## src/rtl/vga_text_scanout.sv

```systemverilog
// VGA text-mode read side: timing counters, scroll-wrapped text-buffer addressing,
// font-ROM glyph fetch and a 3-stage pixel pipeline with aligned syncs.
module vga_text_scanout #(
    parameter int h_disp  = 1280,
    parameter int h_front = 48,
    parameter int h_sync  = 112,
    parameter int h_back  = 248,
    parameter int v_disp  = 1024,
    parameter int v_front = 1,
    parameter int v_sync  = 3,
    parameter int v_back  = 38,
    localparam int x_limit    = h_disp / 8,
    localparam int y_limit    = v_disp / 8,
    localparam int addr_limit = x_limit * y_limit,
    localparam int addr_width = $clog2(addr_limit)
) (
    input  logic                  clk,
    input  logic                  rst_n,
    input  logic [addr_width-1:0] addr_init,
    output logic [addr_width-1:0] addr_read,
    input  logic [7:0]            char_read,
    output logic [10:0]           font_addr,
    input  logic [7:0]            font_row,
    output logic                  pixel,
    output logic                  de,
    output logic                  hsync,
    output logic                  vsync,
    output logic                  frame_start
);

    localparam int h_total = h_disp + h_front + h_sync + h_back;
    localparam int v_total = v_disp + v_front + v_sync + v_back;
    localparam int xw      = $clog2(h_total);
    localparam int yw      = $clog2(v_total);
    localparam int aw      = addr_width;

    localparam logic [xw-1:0] x_last = xw'(h_total - 1);
    localparam logic [xw-1:0] x_vis  = xw'(h_disp);
    localparam logic [xw-1:0] hs_on  = xw'(h_disp + h_front);
    localparam logic [xw-1:0] hs_off = xw'(h_disp + h_front + h_sync);
    localparam logic [yw-1:0] y_last = yw'(v_total - 1);
    localparam logic [yw-1:0] y_vis  = yw'(v_disp);
    localparam logic [yw-1:0] vs_on  = yw'(v_disp + v_front);
    localparam logic [yw-1:0] vs_off = yw'(v_disp + v_front + v_sync);
    localparam logic [aw:0]   lim    = (aw + 1)'(addr_limit);
    localparam logic [aw:0]   row_step = (aw + 1)'(x_limit);

    logic [xw-1:0] x_reg;
    logic [yw-1:0] y_reg;
    // Wrapped address of column 0 of the current character row; on row 0 it is the scroll origin.
    logic [aw-1:0] row_base_reg;

    logic          visible;
    logic          hs_s0;
    logic          vs_s0;
    logic          fs_s0;
    logic [aw:0]   row_sum;
    logic [aw:0]   cell_sum;
    logic [aw-1:0] row_next;
    logic [aw-1:0] cell_addr;

    always_comb begin
        visible   = (x_reg < x_vis) && (y_reg < y_vis);
        hs_s0     = (x_reg >= hs_on) && (x_reg < hs_off);
        vs_s0     = (y_reg >= vs_on) && (y_reg < vs_off);
        fs_s0     = (x_reg == '0) && (y_reg == '0);
        // Both operands are below addr_limit, so one conditional subtract completes the wrap.
        row_sum   = {1'b0, row_base_reg} + row_step;
        row_next  = (row_sum >= lim) ? aw'(row_sum - lim) : row_sum[aw-1:0];
        cell_sum  = {1'b0, row_base_reg} + (aw + 1)'(x_reg[xw-1:3]);
        cell_addr = (cell_sum >= lim) ? aw'(cell_sum - lim) : cell_sum[aw-1:0];
    end

    always_ff @(posedge clk or negedge rst_n) begin
        if (!rst_n) begin
            x_reg        <= '0;
            y_reg        <= '0;
            row_base_reg <= '0;
        end else if (x_reg == x_last) begin
            x_reg <= '0;
            if (y_reg == y_last) begin
                // Origin is only taken between frames so a scroll never tears the picture.
                y_reg        <= '0;
                row_base_reg <= addr_init;
            end else begin
                y_reg <= y_reg + 1'b1;
                if (y_reg[2:0] == 3'd7) begin
                    row_base_reg <= row_next;
                end
            end
        end else begin
            x_reg <= x_reg + 1'b1;
        end
    end

    // ctrl bundles are {frame_start, vsync, hsync, de} travelling alongside the pixel data.
    logic [2:0] y_lo_s1_reg;
    logic [2:0] x_lo_s1_reg;
    logic [3:0] ctrl_s1_reg;
    logic [2:0] x_lo_s2_reg;
    logic [3:0] ctrl_s2_reg;

    always_ff @(posedge clk or negedge rst_n) begin
        if (!rst_n) begin
            addr_read   <= '0;
            y_lo_s1_reg <= '0;
            x_lo_s1_reg <= '0;
            ctrl_s1_reg <= '0;
            font_addr   <= '0;
            x_lo_s2_reg <= '0;
            ctrl_s2_reg <= '0;
            pixel       <= 1'b0;
            de          <= 1'b0;
            hsync       <= 1'b0;
            vsync       <= 1'b0;
            frame_start <= 1'b0;
        end else begin
            if (visible) begin
                addr_read <= cell_addr;
            end
            y_lo_s1_reg <= y_reg[2:0];
            x_lo_s1_reg <= x_reg[2:0];
            ctrl_s1_reg <= {fs_s0, vs_s0, hs_s0, visible};

            font_addr   <= {char_read, y_lo_s1_reg};
            x_lo_s2_reg <= x_lo_s1_reg;
            ctrl_s2_reg <= ctrl_s1_reg;

            pixel       <= font_row[3'd7 - x_lo_s2_reg] & ctrl_s2_reg[0];
            de          <= ctrl_s2_reg[0];
            hsync       <= ctrl_s2_reg[1];
            vsync       <= ctrl_s2_reg[2];
            frame_start <= ctrl_s2_reg[3];
        end
    end

endmodule

```

## config.mk

```make
export PLATFORM = sky130hd
export DESIGN_NAME = vga_text_scanout
export DESIGN_NICKNAME = d
export VERILOG_FILES = /design/src/rtl/vga_text_scanout.sv
export SDC_FILE = /design/constraint.sdc
export NUM_CORES = 1
export LEC_CHECK = 0
export ABC_AREA = 1
export BUFFER_PORTS_ARGS = -buffer_cell sky130_fd_sc_hd__clkbuf_2
export CAP_MARGIN = 5
export CORE_UTILIZATION = 25
export DETAILED_ROUTE_END_ITERATION = 12
export GPL_TIMING_DRIVEN = 0
export SYNTH_ARGS = -nofsm -noshare
export SYNTH_HDL_FRONTEND = slang
export SYNTH_SLANG_ARGS = --single-unit
```

## constraint.sdc

```tcl
create_clock -name clk -period 3.1 [get_ports clk]
set_input_delay 0.31 -clock clk [delete_from_list [all_inputs] [get_ports clk]]
set_output_delay 0.31 -clock clk [all_outputs]
set_load 0.005 [all_outputs]
```

==> impl_metrics.xml <==
<?xml version="1.0" encoding="UTF-8"?>
<metrics>
  <group name="critical_path">
    <metric name="crit_arrival" unit="ps">3240</metric>
    <metric name="path_cells" unit="">ha_2, inv_2, fa_2, inv_1, nand2_1, nand2_2, nand4_1, a21oi_2, xor2_2, buf_4, buf_4, buf_4, buf_4, inv_2, ha_4, inv_1, nand2_1, nand2_1, inv_2, nand2_2, nand2_1, nand3_1, nand2_1</metric>
    <metric name="timing.critical_path.slowest_stage_cell" unit="">dfrtp_1</metric>
    <metric name="cp_data_required_time" unit="ps">3330</metric>
    <metric name="crit_top_cell" unit="">nand2_1</metric>
    <metric name="critical_path.endpoint_type" unit="">flip-flop</metric>
    <metric name="setup.worst_path.class" unit="">flip-flop to flip-flop</metric>
    <metric name="cp-start-kind" unit="">flip-flop</metric>
    <metric name="timing.critical_path.fanout_max" unit="">3</metric>
    <metric name="slowest_delay" unit="ps">400</metric>
  </group>
  <group name="layout">
    <metric name="design.final.nets" unit="">669</metric>
    <metric name="antennaDiodeCount" unit="">0</metric>
    <metric name="finalNonFillerCells" unit="">846</metric>
    <metric name="syn2layout_area_growth" unit="%">23.9</metric>
    <metric name="drive_gt1_frac" unit="">0.224</metric>
    <metric name="nFillCells" unit="">1803</metric>
  </group>
  <group name="sta">
    <metric name="tightest_slew" unit="ps">566</metric>
    <metric name="rsz0062_at_grt" unit="">yes</metric>
    <metric name="max_freq" unit="MHz">332</metric>
    <metric name="fin_crit_sh" unit="">0.972</metric>
    <metric name="report.final.slew_viol_count" unit="">0</metric>
    <metric name="setup_violations" unit="">0</metric>
    <metric name="finalCriticalPeriod" unit="ps">3010</metric>
    <metric name="slew-limit-headroom" unit="">0.613</metric>
    <metric name="timing.clock.skew" unit="ps">6.22</metric>
    <metric name="final_hold_violation_count" unit="">0</metric>
  </group>
  <group name="global_routing">
    <metric name="grt_pass1_vias" unit="">3600</metric>
    <metric name="grt_util_all_layers" unit="">0.122</metric>
    <metric name="largest_net_degree_at_the_start_of_global_routing" unit="">53</metric>
    <metric name="grt_antenna_before_repair" unit="">0</metric>
    <metric name="grt.overflow.total" unit="">0</metric>
    <metric name="global_route_wire_length_before_repair" unit="um">17500</metric>
  </group>
  <group name="synth">
    <metric name="yosysTopAreaCell" unit="">dfrtp_1</metric>
    <metric name="synth_seq_area_share" unit="">0.484</metric>
    <metric name="synth_top_cell_area_share" unit="">0.484</metric>
    <metric name="synth-simple-area-share" unit="">0.267</metric>
    <metric name="synth.top_cells.by_count" unit="">nand2_1 (136), dfrtp_1 (85), inv_1 (65)</metric>
    <metric name="arithmetic_cell_share_of_the_synthesized_area_counting_full_adders_half_adders_and_majority_gates" unit="">0.0586</metric>
    <metric name="synth_top_flop_cell" unit="">dfrtp_1</metric>
    <metric name="netlist-cell-type-count" unit="">44</metric>
    <metric name="asyncSetResetFlopFracSynth" unit="">1.00</metric>
    <metric name="synth_mux_area_frac" unit="">0.0151</metric>
    <metric name="synthesis.instances" unit="">531</metric>
    <metric name="synth.top_cells.by_area" unit="">dfrtp_1 (48%), nand2_1 (12%), inv_1 (5.5%), ha_1 (5.4%), nor2_1 (4.8%)</metric>
    <metric name="complex_gate_fraction_of_the_synthesized_area" unit="">0.0737</metric>
    <metric name="synth.most_common_cell" unit="">nand2_1</metric>
    <metric name="synth_fp_nets" unit="">584</metric>
    <metric name="synth_xor_xnor_area_share" unit="">0.0259</metric>
    <metric name="ys_ff_latch" unit="">85</metric>
    <metric name="synth.avg_cell_area" unit="um2">8.28</metric>
    <metric name="synth_edf_count" unit="">0</metric>
    <metric name="netlist_area" unit="mm2">0.00440</metric>
    <metric name="yosys_warnings" unit="">0</metric>
    <metric name="synth_top_family_by_area" unit="">simple AND/OR/NAND/NOR gates</metric>
  </group>
  <group name="drt">
    <metric name="dr_total_vias" unit="">3612</metric>
    <metric name="wl" unit="um">10200</metric>
    <metric name="avgRoutedWirePerCell" unit="um">12.0</metric>
    <metric name="drc_errors" unit="">0</metric>
    <metric name="avgViaCountPerCell" unit="">4.27</metric>
    <metric name="ant_nets" unit="">0</metric>
    <metric name="drtPass1Iterations" unit="">4</metric>
    <metric name="first_iter_violations" unit="">197</metric>
  </group>
  <group name="clocking">
    <metric name="root_cell_of_the_clock_tree" unit="">clkbuf_16</metric>
    <metric name="h-tree-depth" unit="">3</metric>
    <metric name="cts_tree" unit="">built</metric>
    <metric name="clk-insertion-delay-late" unit="ps">340</metric>
    <metric name="tritoncts.num_buffers" unit="">9</metric>
    <metric name="clock_path_buffers" unit="">2</metric>
    <metric name="cts.sink_count" unit="">85</metric>
    <metric name="clkSlewWorstSetupHoldPaths" unit="ps">60</metric>
  </group>
  <group name="flow_run">
    <metric name="max_capacitance_violation_count" unit="">0</metric>
  </group>
  <group name="floorplan">
    <metric name="die_w" unit="um">135</metric>
    <metric name="fp.dieArea" unit="mm2">0.0181</metric>
    <metric name="placementRows" unit="">48</metric>
    <metric name="io-pin-count" unit="">64</metric>
    <metric name="floorplan.core_area" unit="mm2">0.0172</metric>
    <metric name="initial_core_util" unit="">0.255</metric>
    <metric name="height_of_the_die" unit="um">135</metric>
  </group>
  <group name="power_and_ir_drop">
    <metric name="leakagePower" unit="nW">2.80</metric>
    <metric name="power.density" unit="mW/mm2">407</metric>
    <metric name="switchingPower" unit="W">0.000502</metric>
    <metric name="internal_cell_power" unit="W">0.00172</metric>
    <metric name="p_total" unit="W">0.00222</metric>
    <metric name="comb_pwr_share" unit="">0.026</metric>
    <metric name="power.clock.fraction" unit="">0.471</metric>
    <metric name="irDropWorstVdd" unit="mV">0.224</metric>
    <metric name="p_sw_frac" unit="">0.226</metric>
    <metric name="share_seq_of_total_power" unit="">0.503</metric>
  </group>
  <group name="placement">
    <metric name="post-place-cells" unit="">820</metric>
    <metric name="placement.io_buffers" unit="">63</metric>
    <metric name="placer_congestion" unit="">0.826</metric>
    <metric name="dp.final_hpwl" unit="um">7770</metric>
  </group>
  <group name="run_status">
    <metric name="status" unit="">finished, final reports clean</metric>
  </group>
  <group name="worst_hold_path">
    <metric name="hold_class" unit="">input port to flip-flop</metric>
  </group>
</metrics>
## critical path, delay by kind of cell (launching register included)
| family | cells | cell delay, ps |
|---|---|---|
| buffers and inverters | 9 | 680 |
| AOI/OAI and AO/OA | 1 | 230 |
| DFF | 1 | 400 |
| adders and majority gates | 3 | 710 |
| and+or+nand+nor | 9 | 650 |
| xor gates and xnor gates | 1 | 230 |
## cells in the final DEF (no fill, tap or decap), types with 4 or more instances in the layout
cell type	instances
nor2_1	55
a31oi_1	7
nand2_1	133
mux2_2	5
xnor2_1	4
ha_1	16
buf_4	10
inv_2	11
o21ai_0	18
nand2_2	8
nor2_2	4
xor2_1	7
nand4_1	13
nor3_1	9
clkbuf_16	9
inv_1	63
nand3_1	35
a21oi_1	15
clkbuf_2	62
dfrtp_1	84
## final cells by class
cell class / count / area (um2) / area share
sequential: 85 / 2130 / 0.390
multi-input combinational: 361 / 1990 / 0.365
timing repair buffer: 74 / 423 / 0.0776
inverter: 77 / 289 / 0.0530
tap: 225 / 282 / 0.0517
clock buffer: 10 / 239 / 0.0438
clock inverter: 6 / 52.6 / 0.00964
buffer: 8 / 45.0 / 0.00826
## power groups by stage
| stage | clock network [W] | logic (W) | registers (W) |
|---|---|---|---|
| finish | 0.00104 | 0.0000574 | 0.00112 |
| floorplan | 0 | 0.00000292 | 0.00114 |
| CTS | 0.00108 | 0.0000607 | 0.00112 |
| global placement | 0 | 0.0000540 | 0.00114 |
| detailed placement | 0 | 0.0000597 | 0.00114 |
| global route | 0.00112 | 0.0000669 | 0.00112 |
## layer usage
metal	GRT usage	vias up	wire length, um
met5	0	-	0
met4	0.0468	0	137
met3	0.0300	9	455
met2	0.177	55	4360
met1	0.174	1661	5220
li1	-	1887	-
## repair_timing
action,CTS,global route
endpoints found under the setup margin,3,3
gates resized for setup,5,11
hold endpoints to repair,33,0
hold buffers,1,0
pin swaps,3,14
setup buffers,7,2
## per-stage QoR
| stage | cell area [um2] | hold WS, ps | util | TNS (ps) | setup slack, ps |
|---|---|---|---|---|---|
| final | 5450 | 71.2 | 0.316 | 0 | 86.0 |
| after global routing | 5450 | 61.8 | 0.316 | -308 | -156 |
| after CTS | 5390 | 56.1 | 0.313 | 0 | 24.1 |
| after detailed placement | 5030 | 335 | 0.292 | -562 | -236 |
| after global placement | 5000 | 332 | 0.290 | -531 | -225 |
| after floorplan | 4400 | 14.4 | - | 0 | 312 |
## cell families after synthesis
family,Yosys count
compound gates,55
xor+xnor,13
fa+ha+maj,20
buf+inv,85
flops,85
mux,6
simple gates,267
## final timing paths
path / from / end / slack, ps / cells past startpoint
max: row_base_reg[0]$_DFFE_PN0P_ / addr_read[12]$_DFFE_PN0P_ / 90 / 23
min reg2reg: y_lo_s1_reg[1]$_DFF_PN0_ / font_addr[1]$_DFF_PN0_ / 350 / 0
max reg2reg: row_base_reg[0]$_DFFE_PN0P_ / addr_read[12]$_DFFE_PN0P_ / 90 / 23
max in group asynchronous: rst_n / x_reg[4]$_DFF_PN0_ / 1960 / 3
min: char_read[2] / font_addr[5]$_DFF_PN0_ / 70 / 1
min in group asynchronous: rst_n / font_addr[0]$_DFF_PN0_ / 510 / 2
(Power assumes the default switching activity.)
